[config.mk]
export PLATFORM = sky130hd
export DESIGN_NAME = minibus_pipe_decoder
export DESIGN_NICKNAME = d
export VERILOG_FILES = /design/src/rtl/minibus_pipe_decoder.sv
export SDC_FILE = /design/constraint.sdc
export NUM_CORES = 1
export LEC_CHECK = 0
export CAP_MARGIN = 20
export CORE_AREA = 2 2 219 221
export CTS_CLUSTER_DIAMETER = 40
export DETAILED_ROUTE_END_ITERATION = 8
export DIE_AREA = 0 0 221 223
export GPL_TIMING_DRIVEN = 1
export PLACE_DENSITY = 0.59
export SYNTH_ARGS = -nofsm -noshare
export SYNTH_HDL_FRONTEND = slang
export SYNTH_SLANG_ARGS = --single-unit
[constraint.sdc]
create_clock -name clk -period 8.3 [get_ports clk]
set_input_delay 1.66 -clock clk [delete_from_list [all_inputs] [get_ports clk]]
set_output_delay 1.66 -clock clk [all_outputs]
set_load 0.005 [all_outputs]
[src/rtl/minibus_pipe_decoder.sv]
// Registered minibus address decoder: latches a master request, decodes it against
// programmable windows (lowest index wins), runs a per-transaction watchdog and returns a one-cycle response.
module minibus_pipe_decoder #(
  parameter int SLAVE_COUNT    = 4,
  parameter int ADDR_W         = 32,
  parameter int DATA_W         = 32,
  parameter int TIMEOUT_CYCLES = 255,
  parameter int CNT_W          = 8
) (
  input  logic                          clk,
  input  logic                          rst,
  input  logic                          m_ren,
  input  logic                          m_wen,
  input  logic [ADDR_W-1:0]             m_addr,
  input  logic [DATA_W-1:0]             m_wdata,
  output logic                          m_ready,
  output logic [DATA_W-1:0]             m_rdata,
  output logic                          m_error,
  input  logic [SLAVE_COUNT*ADDR_W-1:0] map_start,
  input  logic [SLAVE_COUNT*ADDR_W-1:0] map_end,
  output logic [SLAVE_COUNT-1:0]        s_sel,
  output logic                          s_ren,
  output logic                          s_wen,
  output logic [ADDR_W-1:0]             s_addr,
  output logic [DATA_W-1:0]             s_wdata,
  input  logic [SLAVE_COUNT-1:0]        s_ready,
  input  logic [SLAVE_COUNT*DATA_W-1:0] s_rdata,
  input  logic [SLAVE_COUNT-1:0]        s_error
);

  typedef enum logic [1:0] {ST_IDLE, ST_ACCESS, ST_RESP} state_t;

  localparam bit               LP_WDOG_EN   = (TIMEOUT_CYCLES != 0);
  localparam logic [CNT_W-1:0] LP_WDOG_LAST = CNT_W'((TIMEOUT_CYCLES == 0) ? 0 : TIMEOUT_CYCLES - 1);

  state_t                 r_state;
  state_t                 w_next;
  logic                   r_ren;
  logic                   r_wen;
  logic [ADDR_W-1:0]      r_addr;
  logic [DATA_W-1:0]      r_wdata;
  logic [SLAVE_COUNT-1:0] r_sel;
  logic [CNT_W-1:0]       r_wdog;
  logic [DATA_W-1:0]      r_rdata;
  logic                   r_error;

  logic                   w_req;
  logic                   w_hit;
  logic [SLAVE_COUNT-1:0] w_hit_oh;
  logic                   w_sel_ready;
  logic                   w_sel_error;
  logic [DATA_W-1:0]      w_sel_rdata;
  logic                   w_timeout;
  logic                   w_in_access;

  assign w_req = m_ren | m_wen;

  // Scan from the top index down so the lowest matching window is the one that sticks.
  always_comb begin
    w_hit    = 1'b0;
    w_hit_oh = '0;
    for (int i = SLAVE_COUNT - 1; i >= 0; i--) begin
      if ((map_start[i*ADDR_W +: ADDR_W] < map_end[i*ADDR_W +: ADDR_W]) &&
          (m_addr >= map_start[i*ADDR_W +: ADDR_W]) &&
          (m_addr <  map_end[i*ADDR_W +: ADDR_W])) begin
        w_hit       = 1'b1;
        w_hit_oh    = '0;
        w_hit_oh[i] = 1'b1;
      end
    end
  end

  always_comb begin
    w_sel_rdata = '0;
    for (int i = 0; i < SLAVE_COUNT; i++) begin
      if (r_sel[i]) begin
        w_sel_rdata = w_sel_rdata | s_rdata[i*DATA_W +: DATA_W];
      end
    end
  end

  assign w_sel_ready = |(s_ready & r_sel);
  assign w_sel_error = |(s_error & r_sel);
  assign w_timeout   = LP_WDOG_EN && (r_wdog == LP_WDOG_LAST);

  always_ff @(posedge clk or posedge rst) begin
    if (rst) begin
      r_state <= ST_IDLE;
    end else begin
      r_state <= w_next;
    end
  end

  always_comb begin
    w_next = r_state;
    case (r_state)
      ST_IDLE:   if (w_req) w_next = w_hit ? ST_ACCESS : ST_RESP;
      ST_ACCESS: if (w_sel_ready || w_timeout) w_next = ST_RESP;
      ST_RESP:   w_next = ST_IDLE;
      default:   w_next = ST_IDLE;
    endcase
  end

  // Request latch, watchdog and response capture
  always_ff @(posedge clk or posedge rst) begin
    if (rst) begin
      r_ren   <= 1'b0;
      r_wen   <= 1'b0;
      r_addr  <= '0;
      r_wdata <= '0;
      r_sel   <= '0;
      r_wdog  <= '0;
      r_rdata <= '0;
      r_error <= 1'b0;
    end else begin
      case (r_state)
        ST_IDLE: begin
          if (w_req) begin
            r_ren   <= m_ren & ~m_wen;
            r_wen   <= m_wen;
            r_addr  <= m_addr;
            r_wdata <= m_wdata;
            r_sel   <= w_hit_oh;
            r_error <= ~w_hit;
            r_rdata <= '0;
          end
        end
        ST_ACCESS: begin
          r_wdog <= r_wdog + CNT_W'(1);
          if (w_sel_ready) begin
            r_error <= w_sel_error;
            r_rdata <= (r_wen || w_sel_error) ? '0 : w_sel_rdata;
          end else if (w_timeout) begin
            r_error <= 1'b1;
            r_rdata <= '0;
          end
        end
        ST_RESP: begin
          r_wdog  <= '0;
          r_error <= 1'b0;
          r_rdata <= '0;
        end
        default: begin
          r_wdog <= '0;
        end
      endcase
    end
  end

  // Outputs gated by state so reset drops them immediately
  assign w_in_access = (r_state == ST_ACCESS);
  assign s_sel       = w_in_access ? r_sel : '0;
  assign s_ren       = w_in_access & r_ren;
  assign s_wen       = w_in_access & r_wen;
  assign s_addr      = r_addr;
  assign s_wdata     = r_wdata;
  assign m_ready     = (r_state == ST_RESP);
  assign m_rdata     = m_ready ? r_rdata : '0;
  assign m_error     = m_ready & r_error;

endmodule

==> results.md <==
- The flow ran to the end, and the final reports show no timing, DRC or antenna violations.
- For this run, the number of Yosys warnings is 0.
- The cell leakage power is 10.2 nW.
- In this run the horizontal extent of the chip is 221 um.
- Across all hold checks on the routed design, the worst slack comes to 0.466 ns.
- The clock passes through at most 2 buffers.
- Timing would allow up to 215 MHz.
- After detailed placement, the design holds a cell count of 2,801.
- Setup violations remaining at the end of the flow were counted as 0.
- The path type of the worst setup path is input port to register.
- The maximum VDD drop is 136 uV.
- The count of flip-flops with a built-in enable after synthesis is 0.
- The number of detailed-route iterations in the first pass is 5.
- The effective utilization at floorplan is 0.303.
- The area share of the leading cell type in the synthesized netlist is 0.335.
- The number of remaining DRC errors is 0.
- The number of cell rows is 80.
- After the first detailed-routing iteration, the DRC count stood at 686.
- Setup repair after global routing left no endpoint under its margin.
- The filler cell count in the final layout is 4,608.
- The count of unique library cells instantiated by Yosys is 70.
- For this design the top-level I/O count stands at 564.
- Summing all non-filler instances in the final layout gives an area of 21,200 um2.
- From synthesis to final layout, the design area changed by 48.7%.
- STA puts the critical path data required time at 8.58 ns.
- After routing, the total negative slack on setup checks comes to 0 ns.
- The data arrival time at the worst-slack endpoint is 4.92 ns.
- The ratio of cells with drive above 1 in the final layout is 0.0536.
- The core region is 47,100 um2.
- Clock-pin slew was measured on the worst setup and hold paths at 0.06 ns.
- The number of synthesized register bits is 113.
- The fraction of registers with async set or reset after synthesis is 1.00.
- The count of buffers added on input and output ports is 563.
- At the pin with the least slew margin, the transition time is 1.09 ns.
- The kind of end point of the critical path is a register.
- The power per unit of standard cell area is 163 nW/um2.
- The die outline area is 49,300 um2.
- The number of antenna violations at the first check in global routing is 20.
- The clock net in this run drives a total of 113 sinks.
- When the netlist entered floorplanning its net count stood at 2,497.
- At the end of routability-driven placement, the weighted congestion stood at 0.914.
- TritonCTS built the clock tree.
- The global-route wire length before repair is 91,900 um.
- Across every metal layer, demand over resource in global routing totals 0.244.
- In the finished design, the share of the clock period the worst path needs comes to 0.560.
- The mean post-synth cell area is 8.63 um2.
- The via count normalized by instance count is 5.14.
- The number of cells upsized or downsized after cts is 0.
- The worst min-delay path class is register to register.
- In the final design database the tool counted 3,048 nets.
- Across the routed clock network, the largest skew measured is 0.0135 ns.
- Counting every instance in the synthesized netlist gives 1,655.
- The total standard cell area after synthesis is 14,300 um2.
- The final instance count without filler cells is 2,845.
- The detailed-route via count is 14,600.
- The top cell types in the final layout, fill and taps aside, are 563 x sky130_fd_sc_hd__clkdlybuf4s50_1, 382 x sky130_fd_sc_hd__ha_1, 258 x sky130_fd_sc_hd__inv_1, 125 x sky130_fd_sc_hd__nand2_1, 120 x sky130_fd_sc_hd__a21oi_1.
- The primary flip-flop cell chosen by synthesis mapping is sky130_fd_sc_hd__dfrtp_1.
- The smallest clock period supported by the final layout is computed as 4.65 ns.
- The setup fix buffers added after clock tree synthesis is 0.
- The count of endpoints failing hold in the final timing report is 0.
- The largest area contributor in the synthesized netlist is sky130_fd_sc_hd__ha_1.
- By area the synthesized netlist is led by sky130_fd_sc_hd__ha_1 33%, sky130_fd_sc_hd__dfrtp_1 20%, sky130_fd_sc_hd__inv_1 6.8%.
- STA classifies the critical path startpoint as an input port.
- The share of the Yosys chip area taken by registers is 0.198.
- The detail route stage leaves a number of antenna-violating nets equal to 0.
- The total overflow left after global routing is 0.
- The total cell area at the placement stage is 20,600 um2.
- Of all nets on the critical path, the largest fanout is 9.
- The mean routed wirelength per cell is 21.4 um.
- The cell sitting at the root of the clock tree is a sky130_fd_sc_hd__clkbuf_16.
- Measured along the y axis, the die boundary spans 223 um.
- Entering global routing, the biggest net connects 76 pins.
- The via count of the first global-routing pass came to 15,600.
- The final-report max-slew violation count was 0.
- The total wire length after detailed routing is 61,000 um.
- The wire-length estimate of the detail-placed layout is 51,500 um.
- Measured on the finished design, the core utilization comes to 0.451.
- The later pin in the worst-skew pair is clocked with a latency of 0.44 ns.
- The number of hold buffers added after CTS was 0.
- Clock tree synthesis inserted a total of 17 buffers.
- In this run the tightest slew margin relative to its limit is 0.276.
- The deepest level of the CTS H-tree is 4.
- Max-cap violations in this run came to 0.
- The most common cell after layout, fill and taps aside is sky130_fd_sc_hd__clkdlybuf4s50_1.
[worst max-delay path: stages]
cell and delay, ns:
sky130_fd_sc_hd__clkdlybuf4s50_1 0.76, sky130_fd_sc_hd__ha_1 0.51, sky130_fd_sc_hd__and4_2 0.21, sky130_fd_sc_hd__nand3b_1 0.06, sky130_fd_sc_hd__or4_1 0.40, sky130_fd_sc_hd__o211ai_1 0.31, sky130_fd_sc_hd__a31oi_1 0.17, sky130_fd_sc_hd__a2111o_1 0.45
sky130_fd_sc_hd__a21o_1 0.20, sky130_fd_sc_hd__nand3_2 0.11, sky130_fd_sc_hd__o31ai_1 0.07
[area by class of cell]
type | instances | area (um2) | area share
clock buffer | 19 | 453 | 0.0213
sequential | 113 | 2830 | 0.133
clock inverter | 13 | 153 | 0.00719
inverter | 260 | 978 | 0.0461
timing repair buffer | 572 | 5720 | 0.269
multi-input combinational | 1242 | 10300 | 0.486
tap | 615 | 769 | 0.0362
antenna | 11 | 27.5 | 0.00130
[logic make-up (layout without fill, tap and decap cells)]
family	Yosys count	count (layout)	share of synthesized area
XOR/XNOR	2	2	0.00123
buffers and inverters	300	864	0.0811
adder cells (fa/ha/maj)	382	382	0.335
other	0	11	0
multiplexers	65	65	0.0511
AND/OR/NAND/NOR	366	366	0.131
AO/OA/AOI/OAI	427	427	0.203
flip-flops	113	113	0.198
[power breakdown]
| part | internal, mW | total (mW) | switching (mW) | leakage, nW |
|---|---|---|---|---|
| Clock | 0.463 | 0.773 | 0.309 | 0.292 |
| Sequential | 0.736 | 0.849 | 0.113 | 1.42 |
| Combinational | 0.962 | 1.83 | 0.871 | 8.46 |
| Total | 2.16 | 3.46 | 1.29 | 10.2 |
[stage by stage]
stage          total power [mW]  worst slack, ns
4_1_cts                    3.49             3.62
3_3_place_gp               2.66             3.22
6_report                   3.46             3.65
3_5_place_dp               2.69             3.15
5_1_grt                    3.69             3.47
2_1_floorplan              1.73             3.65
[registers in the layout, indices dropped and copies added, names as in the netlist]
name / count
r_error: 1
r_wdog: 8
r_wen: 1
r_sel: 4
s_wdata: 32
r_state: 2
r_rdata: 32
s_addr: 32
r_ren: 1
[worst paths after layout]
path / start / to / slack, ns / depth (start not counted)
min in group asynchronous: rst / r_rdata[18] / 1.72 / 2
hold reg to reg: r_rdata[28] / r_rdata[28] / 0.47 / 2
setup reg to reg: r_state[0] / r_error / 5.12 / 9
hold / removal: r_rdata[28] / r_rdata[28] / 0.47 / 2
max in group asynchronous: rst / r_state[1] / 5.25 / 3
setup / recovery: m_addr[7] / r_state[1] / 3.65 / 11
[synthesized netlist by cell type, drive strengths merged (3+ instances only)]
cell type,n
o21a,5
a211o,6
o21ai,70
or4,4
clkbuf,32
a22oi,6
nor2,47
nand3,35
and2,41
o211ai,7
o21bai,3
nor4b,3
o31ai,37
a22o,37
nor4,9
nor3,16
a31oi,6
nand4,52
a221oi,37
buf,8
a21o,43
nand2b,12
mux2,64
a2111oi,13
a211oi,19
inv,260
nand2,125
and4,9
ha,382
nor2b,7
a21oi,121
dfrtp,113
[routing by layer]
layer | track usage | part of all wire | up-vias
li1 | - | - | 7174
met1 | 0.277 | 0.41 | 6858
met2 | 0.446 | 0.51 | 467
met4 | 0.100 | 0.034 | 10
met5 | 0 | 0.0012 | -
met3 | 0.0482 | 0.049 | 104
No activity file was read; power rests on OpenSTA's default activity.
